`src/rtl/msk_pkg.sv`:
```
// Shared helpers for the masked HPC1 AND: randomness sizing and share/lane indexing.
package msk_pkg;

  // Fresh random bits needed for one refresh (and for one DOM multiplication).
  function automatic int r_count(input int d);
    return (d * (d - 1)) / 2;
  endfunction

  // Index of the random bit shared by unordered share pair (i, j), i != j.
  function automatic int pair_idx(input int i, input int j, input int d);
    int lo;
    int hi;
    if (i < j) begin
      lo = i;
      hi = j;
    end else begin
      lo = j;
      hi = i;
    end
    return lo * d - (lo * (lo + 1)) / 2 + (hi - lo - 1);
  endfunction

  // Bit position of share i of lane j in a d*n wide sharing bus.
  function automatic int share_bit(input int i, input int j, input int n);
    return i * n + j;
  endfunction

endpackage

```
`src/rtl/msk_and_hpc1_lane.sv`:
```
// One bit lane of the HPC1 AND: refresh of b, stage-1 registers, DOM cross terms, stage-2 registers.
module msk_and_hpc1_lane
  import msk_pkg::*;
#(
  parameter int d = 2
) (
  input  logic                   clk,
  input  logic                   en1,
  input  logic                   en2,
  input  logic [d-1:0]           a,
  input  logic [d-1:0]           b,
  input  logic [r_count(d)-1:0]  rnd_ref,
  input  logic [r_count(d)-1:0]  rnd_mul,
  output logic [d-1:0]           out
);

  logic [d-1:0]          b_ref_s;
  logic [d-1:0]          a_r;
  logic [d-1:0]          b_r;
  logic [r_count(d)-1:0] rm_r;
  logic [d*d-1:0]        t_s;
  logic [d*d-1:0]        t_r;
  logic [d-1:0]          out_s;

  // SNI refresh of b: each pair's random bit lands on both shares of the pair
  always_comb begin
    b_ref_s = b;
    for (int i = 0; i < d; i++) begin
      for (int j = i + 1; j < d; j++) begin
        b_ref_s[i] = b_ref_s[i] ^ rnd_ref[pair_idx(i, j, d)];
        b_ref_s[j] = b_ref_s[j] ^ rnd_ref[pair_idx(i, j, d)];
      end
    end
  end

  // Stage-1 capture of operands and multiplication randomness
  always_ff @(posedge clk) begin
    if (en1) begin
      a_r  <= a;
      b_r  <= b_ref_s;
      rm_r <= rnd_mul;
    end
  end

  // DOM cross-domain terms; off-diagonal terms masked by the pair's random bit
  always_comb begin
    t_s = '0;
    for (int i = 0; i < d; i++) begin
      for (int j = 0; j < d; j++) begin
        if (i != j) begin
          t_s[i*d+j] = (a_r[i] & b_r[j]) ^ rm_r[pair_idx(i, j, d)];
        end else begin
          t_s[i*d+j] = a_r[i] & b_r[j];
        end
      end
    end
  end

  // Stage-2 capture of the terms; compression happens only after this register
  always_ff @(posedge clk) begin
    if (en2) begin
      t_r <= t_s;
    end
  end

  // Output share i compresses row i of the registered terms
  always_comb begin
    out_s = '0;
    for (int i = 0; i < d; i++) begin
      for (int j = 0; j < d; j++) begin
        out_s[i] = out_s[i] ^ t_r[i*d+j];
      end
    end
  end

  assign out = out_s;

endmodule

```
`src/rtl/msk_and_hpc1_vec.sv`:
```
// N-lane masked AND (HPC1) with a two-stage elastic pipeline; top holds only handshake and lanes.
module msk_and_hpc1_vec
  import msk_pkg::*;
#(
  parameter int d = 2,
  parameter int N = 8
) (
  input  logic                      clk,
  input  logic                      rst_n,
  input  logic [d*N-1:0]            ina,
  input  logic [d*N-1:0]            inb,
  input  logic                      in_valid,
  output logic                      in_ready,
  input  logic [2*r_count(d)*N-1:0] rnd,
  input  logic                      rnd_valid,
  output logic                      rnd_ready,
  output logic [d*N-1:0]            out,
  output logic                      out_valid,
  input  logic                      out_ready
);

  localparam int R = r_count(d);

  logic v1_r;
  logic v2_r;
  logic adv2_s;
  logic s1_free_s;
  logic acc_s;

  // Stage transfer conditions; operands and randomness are taken together
  always_comb begin
    adv2_s    = v1_r & (~v2_r | out_ready);
    s1_free_s = ~v1_r | adv2_s;
    acc_s     = in_valid & rnd_valid & s1_free_s;
  end

  // Stage occupancy flags; in-flight data is dropped on reset
  always_ff @(posedge clk) begin
    if (!rst_n) begin
      v1_r <= 1'b0;
      v2_r <= 1'b0;
    end else begin
      if (acc_s) begin
        v1_r <= 1'b1;
      end else if (adv2_s) begin
        v1_r <= 1'b0;
      end else begin
        v1_r <= v1_r;
      end
      if (adv2_s) begin
        v2_r <= 1'b1;
      end else if (v2_r & out_ready) begin
        v2_r <= 1'b0;
      end else begin
        v2_r <= v2_r;
      end
    end
  end

  assign in_ready  = rnd_valid & s1_free_s;
  assign rnd_ready = in_valid & s1_free_s;
  assign out_valid = v2_r;

  for (genvar j = 0; j < N; j++) begin : g_lane
    logic [d-1:0] a_s;
    logic [d-1:0] b_s;
    logic [d-1:0] o_s;

    for (genvar i = 0; i < d; i++) begin : g_share
      assign a_s[i] = ina[share_bit(i, j, N)];
      assign b_s[i] = inb[share_bit(i, j, N)];
      assign out[share_bit(i, j, N)] = o_s[i];
    end

    msk_and_hpc1_lane #(
      .d(d)
    ) u_lane (
      .clk     (clk),
      .en1     (acc_s),
      .en2     (adv2_s),
      .a       (a_s),
      .b       (b_s),
      .rnd_ref (rnd[j*R +: R]),
      .rnd_mul (rnd[R*N + j*R +: R]),
      .out     (o_s)
    );
  end

endmodule

```
`config.mk`:
```
export PLATFORM = sky130hd
export DESIGN_NAME = msk_and_hpc1_vec
export DESIGN_NICKNAME = d
export VERILOG_FILES = /design/src/rtl/msk_pkg.sv /design/src/rtl/msk_and_hpc1_lane.sv /design/src/rtl/msk_and_hpc1_vec.sv
export SDC_FILE = /design/constraint.sdc
export NUM_CORES = 1
export LEC_CHECK = 0
export ABC_AREA = 1
export CAP_MARGIN = 20
export CORE_UTILIZATION = 52
export DETAILED_ROUTE_END_ITERATION = 8
export PLACE_DENSITY_LB_ADDON = 0.08
export SETUP_SLACK_MARGIN = 0.2
export SLEW_MARGIN = 20
export SYNTH_ARGS = -nofsm -noshare
export SYNTH_HDL_FRONTEND = slang
export SYNTH_SLANG_ARGS = --single-unit
```
`constraint.sdc`:
```
create_clock -name clk -period 7.1 [get_ports clk]
set_clock_uncertainty 0.05 [all_clocks]
set_input_delay 1.42 -clock clk [delete_from_list [all_inputs] [get_ports clk]]
set_output_delay 1.42 -clock clk [all_outputs]
set_load 0.02 [all_outputs]
```
==> metrics.yaml, run 1 <==
outcome:
  status: "completed"
synth:
  yosysTopAreaCellShare: 0.745
  synth-seq-cells: 74
  ys_types: 9
  syn_inst: 193
  syn_area_sq_mm: 0.00290
  synth_area_leader_cell: "edfxtp_1"
  ys_top_cells_by_area: "edfxtp_1, xor2_1, nand2_1"
  syn_area_per_cell_sq_um: 15.0
  seq_area_frac_synth: 0.758
  yosys_warnings: 0
  syn-num-nets: 246
global_routing:
  grt_antenna_before_repair: 0
  track_usage: 0.150
  grt_pass1_vias: 1504
  grt_pass1_wl_mm: 6.42
  grt_start_max_net_pins: 41
  grt.overflow.total: 0
cts:
  cts_buffers: 9
  cts_resized: 0
  cts_buffer_depth: 2
  cts_root_buf: "clkbuf_8"
  cts_max_level: 3
  cts.sinks: 74
  holdBufCountCts: 0
  cts_tree: "done"
  path_clk_slew_ps: 70
  clk_latency_ps: 330
  post-cts-setup-buffers: 0
final_layout:
  final_area_sq_mm: 0.00392
  fin_util: 0.748
  nets: 329
  layout-drive-gt1-share: 0.0605
  diodes: 0
  syn2layout_area_growth_pct: 34.9
  instances_no_fill: 351
place:
  dp.cells: 335
  portBuffers: 71
  dpl.hpwl_mm: 2.81
  dpl_cell_area_sq_mm: 0.00372
  place_congestion: 0.723
timing:
  hold_viol: 0
  fmax_mhz: 236
  rsz0062_at_grt: "false"
  period_minus_slack_ps: 4240
  finalCritPeriodShare: 0.597
  drv_slew: 0
  tightest_slew_ps: 966
  setup_violations: 0
  relSlewSlack: 0.355
  setup_tns_ps: 0
critical_path:
  worstSetupEndpointType: "output port"
  crit_fanout: 4
  setup.worst_path.class: "in -> out"
  start_kind: "input pin"
  cp.arrival_ps: 2770
  required_ps: 5630
run:
  maxCapViolations: 0
routing:
  wl_per_cell_microns: 11.0
  post-route-drc-count: 0
  drt-initial-drc-count: 82
  finalWirelength_mm: 3.86
  vias: 1554
  viasPerCell: 4.43
  firstDrtPassIters: 2
  antenna_left: 0
pwr:
  ir_worst_vdd_v: 0.000144
  p_leak_nw: 1.56
  power.density_mw_per_mm2: 232
  finalPower_mw: 0.908
floorplanning:
  die_w_microns: 76.7
  core-area_sq_mm: 0.00524
  fp-row-count: 26
  die_h_microns: 76.7
  start_util: 0.554
  design.die.area_sq_mm: 0.00589
  io-pin-count: 72
worst_hold_path:
  min_path_type: "reg -> reg"
[cell type report]
type / instances / area, sq um
clock buffer: 14 / 163
clock inverter: 2 / 35.0
fill: 355 / 1320
inverter: 30 / 113
multi-input combinational: 89 / 601
sequential: 74 / 2200
tap: 70 / 87.6
timing repair buffer: 72 / 718
[through the flow]
stage,setup slack (ps),hold WS [ps]
5_1_grt,2810,500
2_1_floorplan,3560,411
3_3_place_gp,2890,458
4_1_cts,2850,469
6_report,2860,465
3_5_place_dp,2860,460
[kinds of logic after synthesis]
| kind of cell | after synthesis | synth area share |
|---|---|---|
| flip-flops | 74 | 0.758 |
| XOR/XNOR | 48 | 0.145 |
| AO/OA/AOI/OAI | 3 | 0.00646 |
| buffers and inverters | 30 | 0.0388 |
| AND/OR/NAND/NOR | 38 | 0.0517 |
[cells in the final DEF, fill, tap and decap left out, drive strengths merged]
master | Yosys | routed
xor2 | 48 | 48
nand2 | 36 | 36
clkinv | 0 | 1
edfxtp | 72 | 72
dfxtp | 2 | 2
clkdlybuf4s50 | 0 | 71
inv | 30 | 30
bufinv | 0 | 1
a21oi | 3 | 3
buf | 0 | 1
nand3 | 2 | 2
clkbuf | 0 | 14
[power breakdown]
| group | switching (mW) | internal [mW] |
|---|---|---|
| Sequential | 0.00722 | 0.503 |
| Combinational | 0.0348 | 0.0470 |
| Clock | 0.135 | 0.182 |
| Total | 0.177 | 0.731 |
[cells in the mapped netlist]
library cell	count
dfxtp_1	2
nand3_2	1
inv_1	30
nand3_1	1
nand2_1	36
a21oi_1	2
xor2_1	48
a21oi_2	1
edfxtp_1	72
[registers in the layout (all words and copies together) (netlist names)]
name and flops:
g_lane.u_lane.t_r 32, out_valid 1, g_lane.u_lane.rm_r 8, g_lane.u_lane.b_r 16, g_lane.u_lane.a_r 16, v1_r 1
[final timing paths]
kind,from,endpoint,slack (ps),cells past startpoint
worst min-delay path,v1_r,v1_r,460,2
worst min register to register,v1_r,v1_r,460,2
worst max-delay path,out_ready,in_ready,2860,6
worst max register to register,v1_r,g_lane[4].u_lane.t_r[3],5490,2
[metal layers]
layer | GRT usage | wire (microns) | vias to the layer above
met1 | 0.147 | 1350 | 696
met2 | 0.271 | 2200 | 47
met5 | 0 | 0 | -
li1 | - | - | 799
met4 | 0.106 | 129 | 0
met3 | 0.0381 | 183 | 12
[worst max-delay path, cell delays in order]
cell	delay, ps
clkdlybuf4s50_1	450
inv_1	80
nand3_2	100
nand2_1	70
inv_1	50
clkdlybuf4s50_1	590
No activity file was read; power rests on OpenSTA's default activity.
==> run 2: changes to the inputs <==
Settings changed: CORE_UTILIZATION 52 to 49.
Clock period 7.1 ns to 4 ns, I/O delays scaled along.
==> metrics.yaml, run 2 (synthesis results as in run 1) <==
cts:
  cts_buffers: 9  # unchanged
  cts_resized: 0  # unchanged
  clk_latency_ps: 340  # about the same
  cts_root_buf: "clkbuf_8"
  cts_buffer_depth: 2  # unchanged
  post-cts-setup-buffers: 0  # unchanged
  cts_max_level: 3  # unchanged
  holdBufCountCts: 0  # unchanged
  cts_tree: "done"
  cts.sinks: 74  # unchanged
  path_clk_slew_ps: 70  # about the same
final_layout:
  layout-drive-gt1-share: 0.0641  # +0.00356
  n_fill_cell: 416  # +17%
  final_cell_mix: "edfxtp_1, clkdlybuf4s50_1, xor2_1"
  regMostFlops: "g_lane.u_lane.t_r"
  layout_commonest_cell: "edfxtp_1"
  diodes: 0  # unchanged
  instances_no_fill: 353  # +0.57%
  largest_reg_flops: 32  # unchanged
  syn2layout_area_growth_pct: 34.6
  top_regs: "g_lane.u_lane.t_r x32, g_lane.u_lane.a_r x16, g_lane.u_lane.b_r x16"
  seq_area_sq_mm: 0.00220  # unchanged
  multi_input_area_sq_um: 601  # unchanged
  nets: 329  # unchanged
routing:
  vias: 1553  # -0.064%
  viasPerCell: 4.40  # -0.63%
  firstDrtPassIters: 4  # +2
  post-route-drc-count: 0  # unchanged
  antenna_left: 0  # unchanged
  finalWirelength_mm: 4.03  # +4.2%
  wl_per_cell_microns: 11.4  # +3.7%
  drt-initial-drc-count: 54  # -34%
floorplanning:
  design.die.area_sq_mm: 0.00624  # +6.0%
  fp-row-count: 27  # +3.8%
  die_w_microns: 79.0  # +2.9%
  core-area_sq_mm: 0.00561  # +7.1%
  io-pin-count: 72  # unchanged
  die_h_microns: 79.0  # +2.9%
  start_util: 0.518  # -0.0366
timing:
  fmax_mhz: 332
  period_minus_slack_ps: 3010
  relSlewSlack: 0.342  # -0.0122
  tightest_slew_ps: 984  # +18.3 ps
  drv_slew: 0  # unchanged
  setup_violations: 0  # unchanged
  setup_tns_ps: 0  # unchanged
  rsz0062_at_grt: "false"
  hold_viol: 0  # unchanged
  finalCritPeriodShare: 0.753
  hold_slack_ps: 474  # +9.29 ps
place:
  dpl.hpwl_mm: 3.00  # +6.7%
  dp.cells: 337  # +0.60%
  place_congestion: 0.688  # -4.8%
  portBuffers: 71  # unchanged
pwr:
  p_leak_nw: 1.55  # -0.44%
  finalPower_mw: 1.59  # +75%
  ir_worst_vdd_v: 0.000230  # +60%
  power.density_mw_per_mm2: 406  # +75%
run:
  maxCapViolations: 0  # unchanged
critical_path:
  cp.arrival_ps: 2160  # -610 ps
  crit_chain: "clkdlybuf4s50_1 > inv_1 > nand3_2 > nand2_1 > inv_1 > clkdlybuf4s50_1"
  crit_fanout: 4  # unchanged
  required_ps: 3150  # -2480 ps
  start_kind: "input pin"
  critPathMaxStageDelay_ps: 610  # +20 ps
  setup.worst_path.class: "in -> out"
  worstSetupEndpointType: "output port"
  cp_num_buf_inv: 4  # unchanged
  crit_family: "buffers and inverters"
  crit_slowest_cell: "clkdlybuf4s50_1"
outcome:
  status: "completed"
global_routing:
  grt_antenna_before_repair: 0  # unchanged
  grt.overflow.total: 0  # unchanged
  grt_start_max_net_pins: 33  # -20%
  track_usage: 0.147  # -0.00233
  grt_pass1_vias: 1540  # +2.4%
  grt_pass1_wl_mm: 6.51  # +1.3%
worst_hold_path:
  min_path_type: "reg -> reg"
## run 2: cell types whose count changed in the layout (fill, tap and decap cells not counted)
cell and delta:
clkbuf_8 -2, clkinv_2 +2, clkinv_1 +2, clkbuf_1 -3, clkinvlp_4 +1
## run 2: worst paths after layout
check / start / endpoint / slack, ps / depth (start not counted)
max: out_ready / rnd_ready / 990 / 6
min: v1_r / v1_r / 470 / 2
max reg2reg: out_valid / g_lane[2].u_lane.b_r[1] / 2120 / 4
min reg2reg: v1_r / v1_r / 470 / 2
## run 2: metrics by stage
step	area (sq um)	worst slack, ps	utilization
after global placement	3720	1020	0.664
after global routing	3910	906	0.697
after CTS	3910	985	0.697
after floorplan	2900	1080	-
final	3910	989	0.697
after detailed placement	3720	990	0.664
## run 2: metal layers
metal	up-vias	track usage	part of all wire
met5	-	0	0
met4	0	0.111	0.036
met3	13	0.0448	0.044
met2	44	0.266	0.56
met1	698	0.138	0.36
li1	798	-	-
## run 2: area by class of cell
cell class              count  area share
repair buffers             72       0.184
inverters                  30      0.0288
clock inverters             7      0.0154
clock buffers               9      0.0317
well taps                  72      0.0231
flip-flops and latches     74       0.564
multi-input cells          89       0.154
## run 2: report_power, final
part	internal [mW]	switching (mW)
Sequential	0.892	0.0130
Combinational	0.0834	0.0625
Clock	0.280	0.256
Total	1.26	0.332
## run 2: worst reg2reg max path, delay by kind of cell, from the launching register on
| family | cells | cell delay [ps] |
|---|---|---|
| flip-flops | 1 | 370 |
| AND/OR/NAND/NOR | 2 | 200 |
| buffers and inverters | 2 | 950 |
==> RTL change 1, RTL diff (flow settings as in run 2) <==
`N`: 8 -> 9.
--- a/src/rtl/msk_and_hpc1_vec.sv
+++ b/src/rtl/msk_and_hpc1_vec.sv
@@ -4,5 +4,5 @@
 #(
   parameter int d = 2,
-  parameter int N = 8
+  parameter int N = 9
 ) (
   input  logic                      clk,
Ports: changed (resized ina, inb, out and rnd); port bits go from 72 to 80. No check against the original RTL was run, so the function may have changed too.
==> RTL change 1 against run 2 <==
Worst setup slack gained 0.022 ns; synthesized area increased by 12%; combinational power rose by 14%; synthesized cell count rose by 11%; via count increased by 14%; first-iteration DRC count rose by 26%; global-route usage increased by 0.71 points; total power is 18% higher; sequential cell count up 9; design area rose by 13%; wire length rose by 21%; register-to-register slack lost 0.18 ns; largest cell class unchanged.
==> RTL change 1: results (changes against run 2) <==
Synth top cells by count - edfxtp_1 (81), xor2_1 (54), nand2_1 (40), inv_1 (33) (was edfxtp_1 (72), xor2_1 (48), nand2_1 (36), inv_1 (30))
Largest net degree at the start of global routing - 30 (was 33)
Gr usage total - 0.154 (was 0.147)
Port Buffer Count - 79 (was 71)
Vias/cell - 4.55 (was 4.40)
Leading post-synthesis cells by cell area - edfxtp_1 (75%), xor2_1 (15%), nand2_1 (4.6%) (was edfxtp_1 (74%), xor2_1 (14%), nand2_1 (4.7%))
Reg2reg setup slack - 1.94 ns (was 2.12 ns)
CP max FO - 4 (unchanged)
Final GP Congestion - 0.728 (was 0.688)
Final HPWL DP - 3.57 mm (was 3.00 mm)
1st-iter DRT viols - 68 (was 54)
RR Startpoint - out_valid (unchanged)
Post-CTS sizing - 0 (unchanged)
Max rail drop VDD - 0.287 mV (was 0.230 mV)
# hold bufs at CTS - 0 (unchanged)
First-pass GRT wire length - 7.98 mm (was 6.51 mm)
Sw Ratio - 0.196 (was 0.209)
CTS Buf Count - 9 (unchanged)
Ys async rst share - 0 (unchanged)
Yosys cell types - 9 (unchanged)
N_diodes - 0 (unchanged)
Sequential area share after synthesis - 0.760 (was 0.758)
Clock Tree Root - clkbuf_8 (unchanged)
Worst Hold Class - reg -> reg (unchanged)
Initial antenna violation count - 0 (unchanged)
Reg-to-Reg End - g_lane[0].u_lane.a_r[1] (was g_lane[2].u_lane.b_r[1])
Share of layout cells above drive strength 1 - 0.0577 (was 0.0641)
Vias in the first global route - 1770 (was 1540)
Post-synth EDFFs - 81 (was 72)
Clock transition at path regs - 0.08 ns
Leakage - 1.74 nW (was 1.55 nW)
Nets - 366 (was 329)
Top flop regs - g_lane.u_lane.t_r (36), g_lane.u_lane.a_r (18), g_lane.u_lane.b_r (18) (was g_lane.u_lane.t_r (32), g_lane.u_lane.a_r (16), g_lane.u_lane.b_r (16))
Yosys warning count - 0 (unchanged)
Status - complete, no violations (unchanged)
Setup TNS - 0 ns (unchanged)
Area after DPL - 0.00417 mm^2 (was 0.00372 mm^2)
Post-Syn Nets - 274 (was 246)
Worst relative slew slack - 0.392 (was 0.342)
Routed wire per std cell - 12.6 um (was 11.4 um)
[RTL change 1: worst max-delay path by stage]
stage                              endpoint  slack (ns)  depth (start not counted)
global route                      rnd_ready        0.90                          6
floorplan           g_lane[0].u_lane.t_r[0]        0.88                          2
CTS                               rnd_ready         1.0                          6
global placement                  rnd_ready        1.02                          6
detailed placement                rnd_ready         1.0                          6
finish                            rnd_ready        1.01                          6
[RTL change 1: metrics by stage]
| stage | power [mW] | worst slack [ns] | hold WS (ns) | utilization | std cells |
|---|---|---|---|---|---|
| after floorplan | 1.10 | 0.875 | 0.411 | - | 215 |
| after global placement | 1.20 | 1.02 | 0.456 | 0.652 | 373 |
| after detailed placement | 1.20 | 0.996 | 0.464 | 0.652 | 373 |
| after CTS | 1.90 | 0.997 | 0.475 | 0.689 | 389 |
| after global routing | 1.94 | 0.903 | 0.507 | 0.689 | 389 |
| final | 1.87 | 1.01 | 0.470 | 0.689 | 389 |
[RTL change 1: critical path, stage by stage]
cell,delay (ns)
clkdlybuf4s50_1,0.45
inv_1,0.08
nand3_2,0.10
nand2_1,0.06
inv_1,0.05
clkdlybuf4s50_1,0.59
[RTL change 1: final cells by class]
cell class,instances,area (um^2)
Clock buffer,11,131
Inverter,33,124
Fill cell,462,1990
Sequential cell,83,2470
Timing Repair Buffer,81,806
Multi-Input combinational cell,99,668
Tap cell,77,96.3
Clock inverter,5,101
[RTL change 1: cells by family (layout without fill, tap and decap cells)]
logic type	count (synthesis)	count (layout)	share of synthesized area
flops	83	83	0.760
simple gates	42	42	0.0508
buf+inv	33	130	0.0381
xor+xnor	54	54	0.145
compound gates	3	3	0.00577
[RTL change 1: power groups by stage]
stage / logic [mW] / clock network [mW] / registers [mW]
finish: 0.167 / 0.692 / 1.02
global route: 0.181 / 0.742 / 1.02
CTS: 0.170 / 0.710 / 1.02
detailed placement: 0.169 / 0 / 1.04
global placement: 0.166 / 0 / 1.03
floorplan: 0.0669 / 0 / 1.03
[RTL change 1: layer usage]
| metal | vias up | track usage | share of wire |
|---|---|---|---|
| li1 | 886 | - | - |
| met1 | 818 | 0.192 | 0.42 |
| met2 | 57 | 0.250 | 0.49 |
| met3 | 10 | 0.0485 | 0.061 |
| met4 | 0 | 0.0693 | 0.020 |
| met5 | - | 0 | 0 |
==> RTL change 2, RTL diff (flow settings as in run 2) <==
Made on the original files. Make the reset (`rst_n`) asynchronous in one clocked block.
--- a/src/rtl/msk_and_hpc1_vec.sv
+++ b/src/rtl/msk_and_hpc1_vec.sv
@@ -36,5 +36,5 @@
 
   // Stage occupancy flags; in-flight data is dropped on reset
-  always_ff @(posedge clk) begin
+  always_ff @(posedge clk or negedge rst_n) begin
     if (!rst_n) begin
       v1_r <= 1'b0;
Check against the original RTL: differs if rst_n is asserted again (counterexample within 4 cycles, from zero or initial values and one cycle with rst_n low); with rst_n held inactive, the same outputs for 10 cycles.
==> RTL change 2 against run 2 <==
Worst setup slack better by 0.065 ns; design area rose by 0.45%; total power fell by 1.1%; sequential cell count stayed put; combinational power is 37% higher; sequential share of layout area hardly changed; wire length decreased by 0.72%; synthesized area rose by 2.2%; utilization down 0.52 points; critical endpoint is now in_ready; largest cell class unchanged.
==> RTL change 2: results (changes against run 2) <==
Final HPWL DP - 3.00 mm (about the same)
First-pass GRT wire length - 6.38 mm (was 6.51 mm)
Synth Instances - 225 (was 193)
Area after DPL - 0.00379 mm^2 (was 0.00372 mm^2)
Crit path DAT - 2.10 ns (was 2.16 ns)
1st-iter DRT viols - 45 (was 54)
Worst relative slew slack - 0.332 (was 0.342)
Reg2reg setup slack - 2.32 ns (was 2.12 ns)
Vias in the first global route - 1594 (was 1540)
Ys async rst share - 0.0270 (was 0)
Status - complete, no violations (unchanged)
Max FFs per register - 32 (unchanged)
Synth top cells by count - edfxtp_1 (72), nand2_1 (71), xor2_1 (32), inv_1 (29), nand3_1 (16) (was edfxtp_1 (72), xor2_1 (48), nand2_1 (36), inv_1 (30))
Final GP Congestion - 0.763 (was 0.688)
Leakage - 1.63 nW (was 1.55 nW)
Vias/cell - 4.59 (was 4.40)
Met1 Use GR - 0.130 (was 0.138)
M3 GR Usage - 0.0697 (was 0.0448)
Routed wire per std cell - 10.5 um (was 11.4 um)
Fin crit period - 2.95 ns (was 3.01 ns)
Nets - 361 (was 329)
Pre-CTS worst setup slack - 1.04 ns (was 0.990 ns)
Gr usage total - 0.141 (was 0.147)
Placed Instances - 369 (was 337)
Sequential area share after synthesis - 0.746 (was 0.758)
Final instance area - 0.00393 mm^2 (was 0.00391 mm^2)
Largest net degree at the start of global routing - 41 (was 33)
Met2 Use GR - 0.256 (was 0.266)
Leading post-synthesis cells by cell area - edfxtp_1 (73%), xor2_1 (9.4%), nand2_1 (9.0%) (was edfxtp_1 (74%), xor2_1 (14%), nand2_1 (4.7%))
CTS Buf Count - 9 (unchanged)
Post-Syn Nets - 278 (was 246)
Hold_ws - 0.492 ns (was 0.474 ns)
Final Non-Filler Cells - 382 (was 353)
Max rail drop VDD - 0.245 mV (was 0.230 mV)
Share of layout cells above drive strength 1 - 0.0419 (was 0.0641)
Sw Ratio - 0.217 (was 0.209)
RTL change 2: worst max-delay path, stage by stage:
cell	delay, ns
clkdlybuf4s50_1	0.47
inv_2	0.06
nand3_2	0.08
nand2_1	0.05
inv_1	0.05
clkdlybuf4s50_1	0.59
RTL change 2: power by group through the flow:
stage          logic [mW]  registers [mW]  clock network (mW)
2_1_floorplan      0.0870           0.948                   0
3_3_place_gp        0.199           0.949                   0
3_5_place_dp        0.202           0.951                   0
4_1_cts             0.203           0.935               0.449
5_1_grt             0.218           0.939               0.484
6_report            0.200           0.934               0.435
RTL change 2: cell type report:
type / instances / area share
sequential: 74 / 0.564
timing repair buffer: 72 / 0.183
multi-input combinational: 121 / 0.166
clock buffer: 11 / 0.0335
inverter: 30 / 0.0287
tap: 72 / 0.0230
clock inverter: 2 / 0.00191
RTL change 2: metal layers:
layer  vias up  part of all wire  routed length [um]
li1        903                 -                   -
met5         -                 0                   0
met1       789              0.37                1460
met2        52              0.55                2210
met3        11             0.060                 238
met4         0             0.021                  85
RTL change 2: cell families (layout without fill, tap and decap cells):
family,Yosys count,in the layout,synth area share
compound gates,1,1,0.00169
xor+xnor,32,32,0.0945
buf+inv,30,115,0.0380
flops,74,74,0.746
simple gates,88,88,0.120
RTL change 2: path summary, 6_finish.rpt:
kind / depth (start not counted) / end / startpoint
worst max-delay path: 6 / in_ready / out_ready
worst min-delay path: 2 / out_valid / v1_r
worst max register to register: 1 / g_lane[2].u_lane.t_r[2] / out_valid
worst min register to register: 2 / out_valid / v1_r
max in group asynchronous: 1 / out_valid / rst_n
min in group asynchronous: 1 / v1_r / rst_n
